<file path="config.mk">
export PLATFORM = sky130hd
export DESIGN_NAME = axi_addr_ch_tx
export DESIGN_NICKNAME = d
export VERILOG_FILES = /design/src/rtl/axi_addr_ch_tx.sv
export SDC_FILE = /design/constraint.sdc
export NUM_CORES = 2
export LEC_CHECK = 0
export ABC_AREA = 0
export CAP_MARGIN = 20
export CORE_MARGIN = 3
export CORE_UTILIZATION = 25
export CTS_CLUSTER_DIAMETER = 40
export DETAILED_ROUTE_END_ITERATION = 8
export PLACE_DENSITY = 0.46
export SYNTH_ARGS = -nofsm -noshare
export SYNTH_HDL_FRONTEND = slang
export SYNTH_SLANG_ARGS = --single-unit
</file>
<file path="constraint.sdc">
create_clock -name tx_clk -period 10.2 [get_ports tx_clk]
set_input_delay 2.04 -clock tx_clk [delete_from_list [all_inputs] [get_ports tx_clk]]
set_output_delay 2.04 -clock tx_clk [all_outputs]
set_load 0.005 [all_outputs]
</file>
<file path="src/rtl/axi_addr_ch_tx.sv">
// AXI address channel transmitter: buffers translated AR/AW commands in a FIFO
// and presents them through a registered VALID/READY output stage.
module axi_addr_ch_tx #(
  parameter int BUF_SZ = 64
) (
  input  logic                      tx_clk,
  input  logic                      reset_,
  input  logic [3:0]                in_id,
  input  logic [31:0]               in_addr,
  input  logic [7:0]                in_len,
  input  logic [2:0]                in_size,
  input  logic [1:0]                in_burst,
  input  logic [2:0]                in_prot,
  input  logic [3:0]                in_cache,
  input  logic [1:0]                in_user,
  input  logic                      in_lock,
  input  logic                      i_buf_wr,
  output logic                      o_buf_full,
  output logic [$clog2(BUF_SZ):0]   o_buf_count,
  output logic [3:0]                out_id,
  output logic [31:0]               out_addr,
  output logic [7:0]                out_len,
  output logic [2:0]                out_size,
  output logic [1:0]                out_burst,
  output logic [2:0]                out_prot,
  output logic [3:0]                out_cache,
  output logic [1:0]                out_user,
  output logic                      out_lock,
  output logic                      out_valid,
  input  logic                      in_ready,
  output logic                      o_ovf,
  output logic [31:0]               o_txn_cnt
);

  localparam int AW = $clog2(BUF_SZ);

  typedef struct packed {
    logic        lock;
    logic [1:0]  user;
    logic [3:0]  cache;
    logic [2:0]  prot;
    logic [1:0]  burst;
    logic [2:0]  size;
    logic [7:0]  len;
    logic [31:0] addr;
    logic [3:0]  id;
  } cmd_t;

  typedef enum logic {ST_EMPTY, ST_FULL} state_t;

  cmd_t          mem [BUF_SZ];
  cmd_t          in_cmd;
  cmd_t          out_q;
  logic [AW-1:0] wr_ptr;
  logic [AW-1:0] rd_ptr;
  logic [AW:0]   count;
  state_t        state;
  state_t        state_nxt;
  logic          push;
  logic          pop;
  logic          fifo_nempty;

  assign in_cmd = '{lock: in_lock, user: in_user, cache: in_cache, prot: in_prot,
                    burst: in_burst, size: in_size, len: in_len, addr: in_addr, id: in_id};

  // Fullness looks only at the current occupancy, so a same-cycle pop never frees a slot.
  assign o_buf_full  = (count == (AW+1)'(BUF_SZ));
  assign fifo_nempty = (count != '0);
  assign push        = i_buf_wr & ~o_buf_full;

  // NOTE: always_comb assigns every output a default first so no latch can be inferred.
  always_comb begin
    state_nxt = state;
    pop       = 1'b0;
    case (state)
      ST_EMPTY: begin
        if (fifo_nempty) begin
          pop       = 1'b1;
          state_nxt = ST_FULL;
        end
      end
      ST_FULL: begin
        if (in_ready) begin
          if (fifo_nempty) pop = 1'b1;
          else             state_nxt = ST_EMPTY;
        end
      end
      default: state_nxt = ST_EMPTY;
    endcase
  end

  // NOTE: the storage array has no reset; pointers and count alone define which entries are live.
  always_ff @(posedge tx_clk) begin
    if (push) mem[wr_ptr] <= in_cmd;
  end

  // NOTE: sequential state uses non-blocking assignments so every register samples pre-edge values.
  always_ff @(posedge tx_clk) begin
    if (!reset_) begin
      state     <= ST_EMPTY;
      wr_ptr    <= '0;
      rd_ptr    <= '0;
      count     <= '0;
      out_q     <= '0;
      o_ovf     <= 1'b0;
      o_txn_cnt <= '0;
    end else begin
      state <= state_nxt;
      if (push) wr_ptr <= wr_ptr + {{(AW-1){1'b0}}, 1'b1};
      if (pop) begin
        rd_ptr <= rd_ptr + {{(AW-1){1'b0}}, 1'b1};
        out_q  <= mem[rd_ptr];
      end
      count <= count + {{AW{1'b0}}, push} - {{AW{1'b0}}, pop};
      if (i_buf_wr && o_buf_full) o_ovf <= 1'b1;
      if (out_valid && in_ready)  o_txn_cnt <= o_txn_cnt + 32'd1;
    end
  end

  // VALID is a pure state decode, never a combinational function of READY.
  assign out_valid   = (state == ST_FULL);
  assign o_buf_count = count;
  assign out_id      = out_q.id;
  assign out_addr    = out_q.addr;
  assign out_len     = out_q.len;
  assign out_size    = out_q.size;
  assign out_burst   = out_q.burst;
  assign out_prot    = out_q.prot;
  assign out_cache   = out_q.cache;
  assign out_user    = out_q.user;
  assign out_lock    = out_q.lock;

endmodule

</file>
# ---- Yosys cells after proc, flatten, opt, wreduce, memory -nomap -nowiden
# Memories as Yosys holds them, arrays and structs flattened. A register that Yosys moved wholly into a read port is not among the register bits.
# Index checks and enable logic that the tools add are counted.
dict set report totals {
  ram_bits 3776
  ff_bits 53
  elab_cells 27
  n_memories 1
}
dict set report op_classes {
  bitwise 3
  add_sub_neg 5
  n_mux 7
  n_reduce_logical 4
  n_eq_ne 1
}
# name words word_bits rd rd_ports_with_merged_regs wr line
set mem_list {}
lappend mem_list {mem 64 59 1 1 1 51} ;# cmd_t mem [BUF_SZ];
# operator n
set ops {}
lappend ops {{$add A32 B1 Y32 const B} 1}
lappend ops {{$add A6 B1 Y6 const B} 2}
lappend ops {{$add A7 B1 Y7} 1}
lappend ops {{$eq A7 B7 Y1 const B} 1}
lappend ops {{$reduce_bool A7 Y1} 1}
lappend ops {{$sub A7 B1 Y7} 1}
lappend ops {{$mux W1} 5}
lappend ops {{$pmux W1 S2} 2}
lappend ops {{$logic_and A1 B1 Y1} 2}
lappend ops {{$not A1 Y1} 2}
lappend ops {{$and A1 B1 Y1} 1}
lappend ops {{$logic_not A1 Y1} 1}

# ---- Longest topological paths before layout
dict set report depth {
  ltp_word 5
  depth_mapped 18
}

# ---- Worst setup path after synthesis
# No wires, ideal clock.
dict set report synth_timing {
  kind {input-to-reg}
  start {input port i_buf_wr}
  end {memory mem[62][0] (netlist bit) (enable)}
  t_arrival_ns 5.457
  setup_time_ns 0.476
  required_time_ns 9.724
  path_buffers 1
  cell_stages 6
  setup_slack_ns 4.267
  cell_sequence {nor2b_1 -> clkbuf_1 -> inv_1 -> nor2_1 -> nand3_1 -> nor2_1}
}
dict set report synth_via {
  elab_chain_len 3
}
# element line
set synth_lines {}
lappend synth_lines {{start: declaration} 17} ;# input logic i_buf_wr,
lappend synth_lines {{$and A1 B1 Y1} 69} ;# assign push = i_buf_wr & ~o_buf_full;
lappend synth_lines {{$mux W1} 94} ;# if (push) mem[wr_ptr] <= in_cmd;
lappend synth_lines {{$mux W1 (implied by the code)} 94}
lappend synth_lines {{end: declaration} 51}
# Every way passes these cells.

# ---- Worst setup path after layout
dict set report layout_timing {
  start {input port i_buf_wr}
  end {memory mem[16][24] (netlist bit) (enable)}
}
# Same word-level chain as after synthesis.

==> impl_metrics.tcl <==
set metrics [dict create \
    worst_skew_pair.late_latency_ps 1060 \
    floorplan.initialDensity_pct 25.1 \
    fin_crit_sh_pct 54.3 \
    first_global_vias 74970 \
    hold_violations 0 \
    std_cell_rows 282 \
    cts_tree "built" \
    nNetsFinal 7319 \
    p_per_area_nw_per_um2 253 \
    post_dp_cell_area_um2 160000 \
    place.port_buffers 163 \
    fin_ws_ps 4660 \
    worst_path_largest_cell_delay_ps 900 \
    max-vdd-ir-drop_mv 0.175 \
    crit_path_top_delay_cell "nor2_4" \
    end_kind "flip-flop" \
    place_congestion 0.780 \
    start_kind "input port" \
    path_common_cell "buf_4" \
    placement.setup.worst_slack_ps 3440 \
    areaGrowthSynthToFinish_pct 20.6 \
    power_switching_share_pct 27.3 \
    status "finished, final reports clean" \
    grt_first_pass_wirelength_um 647000 \
    routed_wirelength_um 475000 \
    share_seq_of_total_power_pct 40.0 \
    dp_hpwl_um 282000 \
    cts_buffers 543 \
    drc 0 \
    antenna_violations_before_repair 50 \
    resized_gates_after_cts 0 \
    min_period_ps 5540 \
    synthFlopType "edfxtp_1" \
    combinationalPowerShare_pct 17.3 \
    cell_breakdown_of_the_critical_path "clkdlybuf4s50_1, nor2b_1, buf_4, inv_1, nor2_1, nand2_1, nor2_4, buf_4" \
    max_freq_mhz 180 \
    vias 73546 \
    setup_viol 0 \
    design.core.area_um2 591000 \
    groute.usage.overall_pct 15.3 \
    final.setup.tns_ps 0 \
    synth.cell_area_um2 148000 \
    seq_area_frac_synth_pct 77.9 \
    chipWidth_um 776 \
    cellInternalPower_mw 32.9 \
    critical_path_arrival_ps 6180 \
    cellLeakagePower_nw 54.0 \
    combined_area_of_the_multi_input_logic_cells_um2 31000 \
    drive_above_1_share_pct 27.5 \
    clockBufferDepth 4 \
    rsz0062_at_grt "no" \
    drt.antenna.violating_nets 0 \
    yosys_warnings 0 \
    post_synth_inst_count 6660 \
    postSynthNetCount 6736 \
    synth_edf_count 3776 \
    cts_hold_repair.buffers 0 \
    htreeDepth 6 \
    register_area_um2 116000 \
    headroom_to_the_max_slew_limit_pct 14.3 \
    final.fill_count 56860 \
    drt-wirelength-per-cell_um 30.6 \
    detailedRoute.firstPassIterationCount 6 \
    power_switching_mw 12.3 \
    synth_area_per_cell_um2 22.3 \
    cts_setup_buffers 0 \
    postSynth.asyncResetShare_pct 0 \
    maxSlewViolCount 0 \
    clock_skew_ps 57.0 \
    die_h_um 776 \
    synth_cell_type_count 61 \
    clock_edge_transition_at_the_registers_on_the_reported_setup_and_hold_paths_ps 50 \
    design.die.area_um2 603000 \
    clock_sinks 3888 \
    max_slew.worst_pin.slew_ps 1250 \
    crit_required_ps 10840 \
    finalInstanceArea_um2 179000 \
    grt_max_degree 105 \
    avgViaCountPerCell 4.74 \
    worst-setup-path-type "in -> reg" \
    gr-total-overflow 0 \
    max_cap_viol_count 0 \
    worstHoldPathType "reg -> reg" \
    ys_seq_elements 3888 \
    clock_tree.root_cell "clkbuf_16" \
    path_max_fanout 38 \
    drt_iter0_drc 8437 \
    final_core_utilization_pct 30.3 \
    p_clk_share_pct 42.7 \
    io-pin-count 164 \
]
synthesized netlist by cell type, types with 12 or more instances:
cell / number / area [um^2]
nor2_1: 109 / 409
clkbuf_1: 108 / 405
or3_1: 12 / 75.1
o221ai_1: 82 / 718
o21ai_0: 53 / 265
o22ai_1: 100 / 626
a221oi_1: 32 / 280
buf_2: 132 / 661
ha_1: 12 / 150
a21oi_1: 93 / 465
edfxtp_1: 3776 / 113000
dfxtp_1: 112 / 2240
a211oi_1: 94 / 706
a221o_1: 35 / 350
xnor2_1: 24 / 210
nand3_1: 49 / 245
buf_6: 39 / 439
buf_4: 67 / 503
mux4_2: 818 / 18400
and2_1: 37 / 231
o21a_1: 21 / 158
a2111oi_0: 30 / 263
o21ai_1: 22 / 110
inv_1: 15 / 56.3
nand2_1: 82 / 308
a22oi_1: 30 / 225
nor2b_1: 37 / 231
mux2i_1: 480 / 4800
final cells by class:
class	instances	area share [%]
Sequential cell	3888	64.6
Multi-Input combinational cell	2381	17.3
Clock buffer	622	7.91
Tap cell	7810	5.46
Clock inverter	372	2.55
Timing Repair Buffer	414	2.09
Inverter	15	0.0315
Antenna cell	20	0.0280
worst paths after layout:
check	slack [ps]	cells after the start	end	from
max reg2reg	5130	11	mem[16][24]$_DFFE_PP_	o_buf_count[2]$_SDFF_PN0_
max	4660	8	mem[16][24]$_DFFE_PP_	i_buf_wr
min reg2reg	460	2	out_addr[0]$_SDFFE_PN0P_	out_addr[0]$_SDFFE_PN0P_
min	460	2	out_addr[0]$_SDFFE_PN0P_	out_addr[0]$_SDFFE_PN0P_
flip-flops by register name (all words and copies together), names as in the netlist, 2 cells and up:
signal       cells
out_len          8
out_cache        4
wr_ptr           6
rd_ptr           6
o_buf_count      7
out_prot         3
out_size         3
out_burst        2
mem           3776
out_id           4
o_txn_cnt       32
out_addr        32
out_user         2
power groups by stage:
| stage | clock network [mW] | registers (mW) | logic [mW] |
|---|---|---|---|
| after CTS | 19.7 | 18.1 | 8.02 |
| after detailed placement | 0 | 18.4 | 8.00 |
| final | 19.3 | 18.1 | 7.81 |
| after floorplan | 0 | 18.1 | 5.20 |
| after global placement | 0 | 18.4 | 7.98 |
| after global routing | 20.4 | 18.1 | 8.26 |
cell usage in the layout (no fill, tap or decap), drive strengths merged, types with 11 or more instances in the layout:
| master | synthesis | routed |
|---|---|---|
| clkdlybuf4s50 | 0 | 103 |
| edfxtp | 3776 | 3776 |
| and2 | 37 | 37 |
| nor2b | 37 | 37 |
| clkinvlp | 0 | 49 |
| o21a | 21 | 21 |
| nand3 | 49 | 49 |
| a221o | 35 | 35 |
| a21oi | 93 | 93 |
| mux4 | 820 | 820 |
| or3 | 12 | 12 |
| clkinv | 0 | 185 |
| xnor2 | 24 | 24 |
| mux2i | 480 | 480 |
| nor3 | 11 | 11 |
| and3 | 11 | 11 |
| nand2 | 82 | 82 |
| a221oi | 32 | 32 |
| o21ai | 75 | 75 |
| ha | 12 | 12 |
| a2111oi | 41 | 41 |
| a22oi | 30 | 30 |
| buf | 268 | 309 |
| o22ai | 100 | 100 |
| dfxtp | 112 | 112 |
| o221ai | 82 | 82 |
| clkbuf | 108 | 623 |
| nor2 | 109 | 109 |
| inv | 15 | 88 |
| bufinv | 0 | 65 |
| diode | 0 | 20 |
| a211oi | 98 | 98 |
kinds of logic after synthesis:
logic type      count (synthesis)  share of synthesized area (%)
flops                        3888                           77.9
mux                          1304                           15.7
compound gates                639                           3.10
buf+inv                       391                           1.64
simple gates                  391                           1.31
xor+xnor                       34                          0.201
fa+ha+maj                      13                          0.115
critical path, delay by kind of cell:
kind	cells	cell delay, ps
buffers and inverters	4	1710
and+or+nand+nor	4	2300
per-stage QoR:
step	hold slack (ps)	power, mW	cells
after floorplan	450	23.3	6660
after global placement	476	26.4	14491
after detailed placement	470	26.4	14503
after CTS	475	45.8	15497
after global routing	509	46.7	15503
final	462	45.2	15522
per-layer routing:
layer	part of all wire, %	GRT usage, %	wire, um	up-vias
li1	-	-	-	29746
met1	41	20.2	194000	40503
met2	50	26.2	238000	2672
met3	6.4	2.57	30400	603
met4	2.7	4.07	12800	22
met5	0.031	0	147	-
Note: power is estimated with default switching activity, not from simulation.
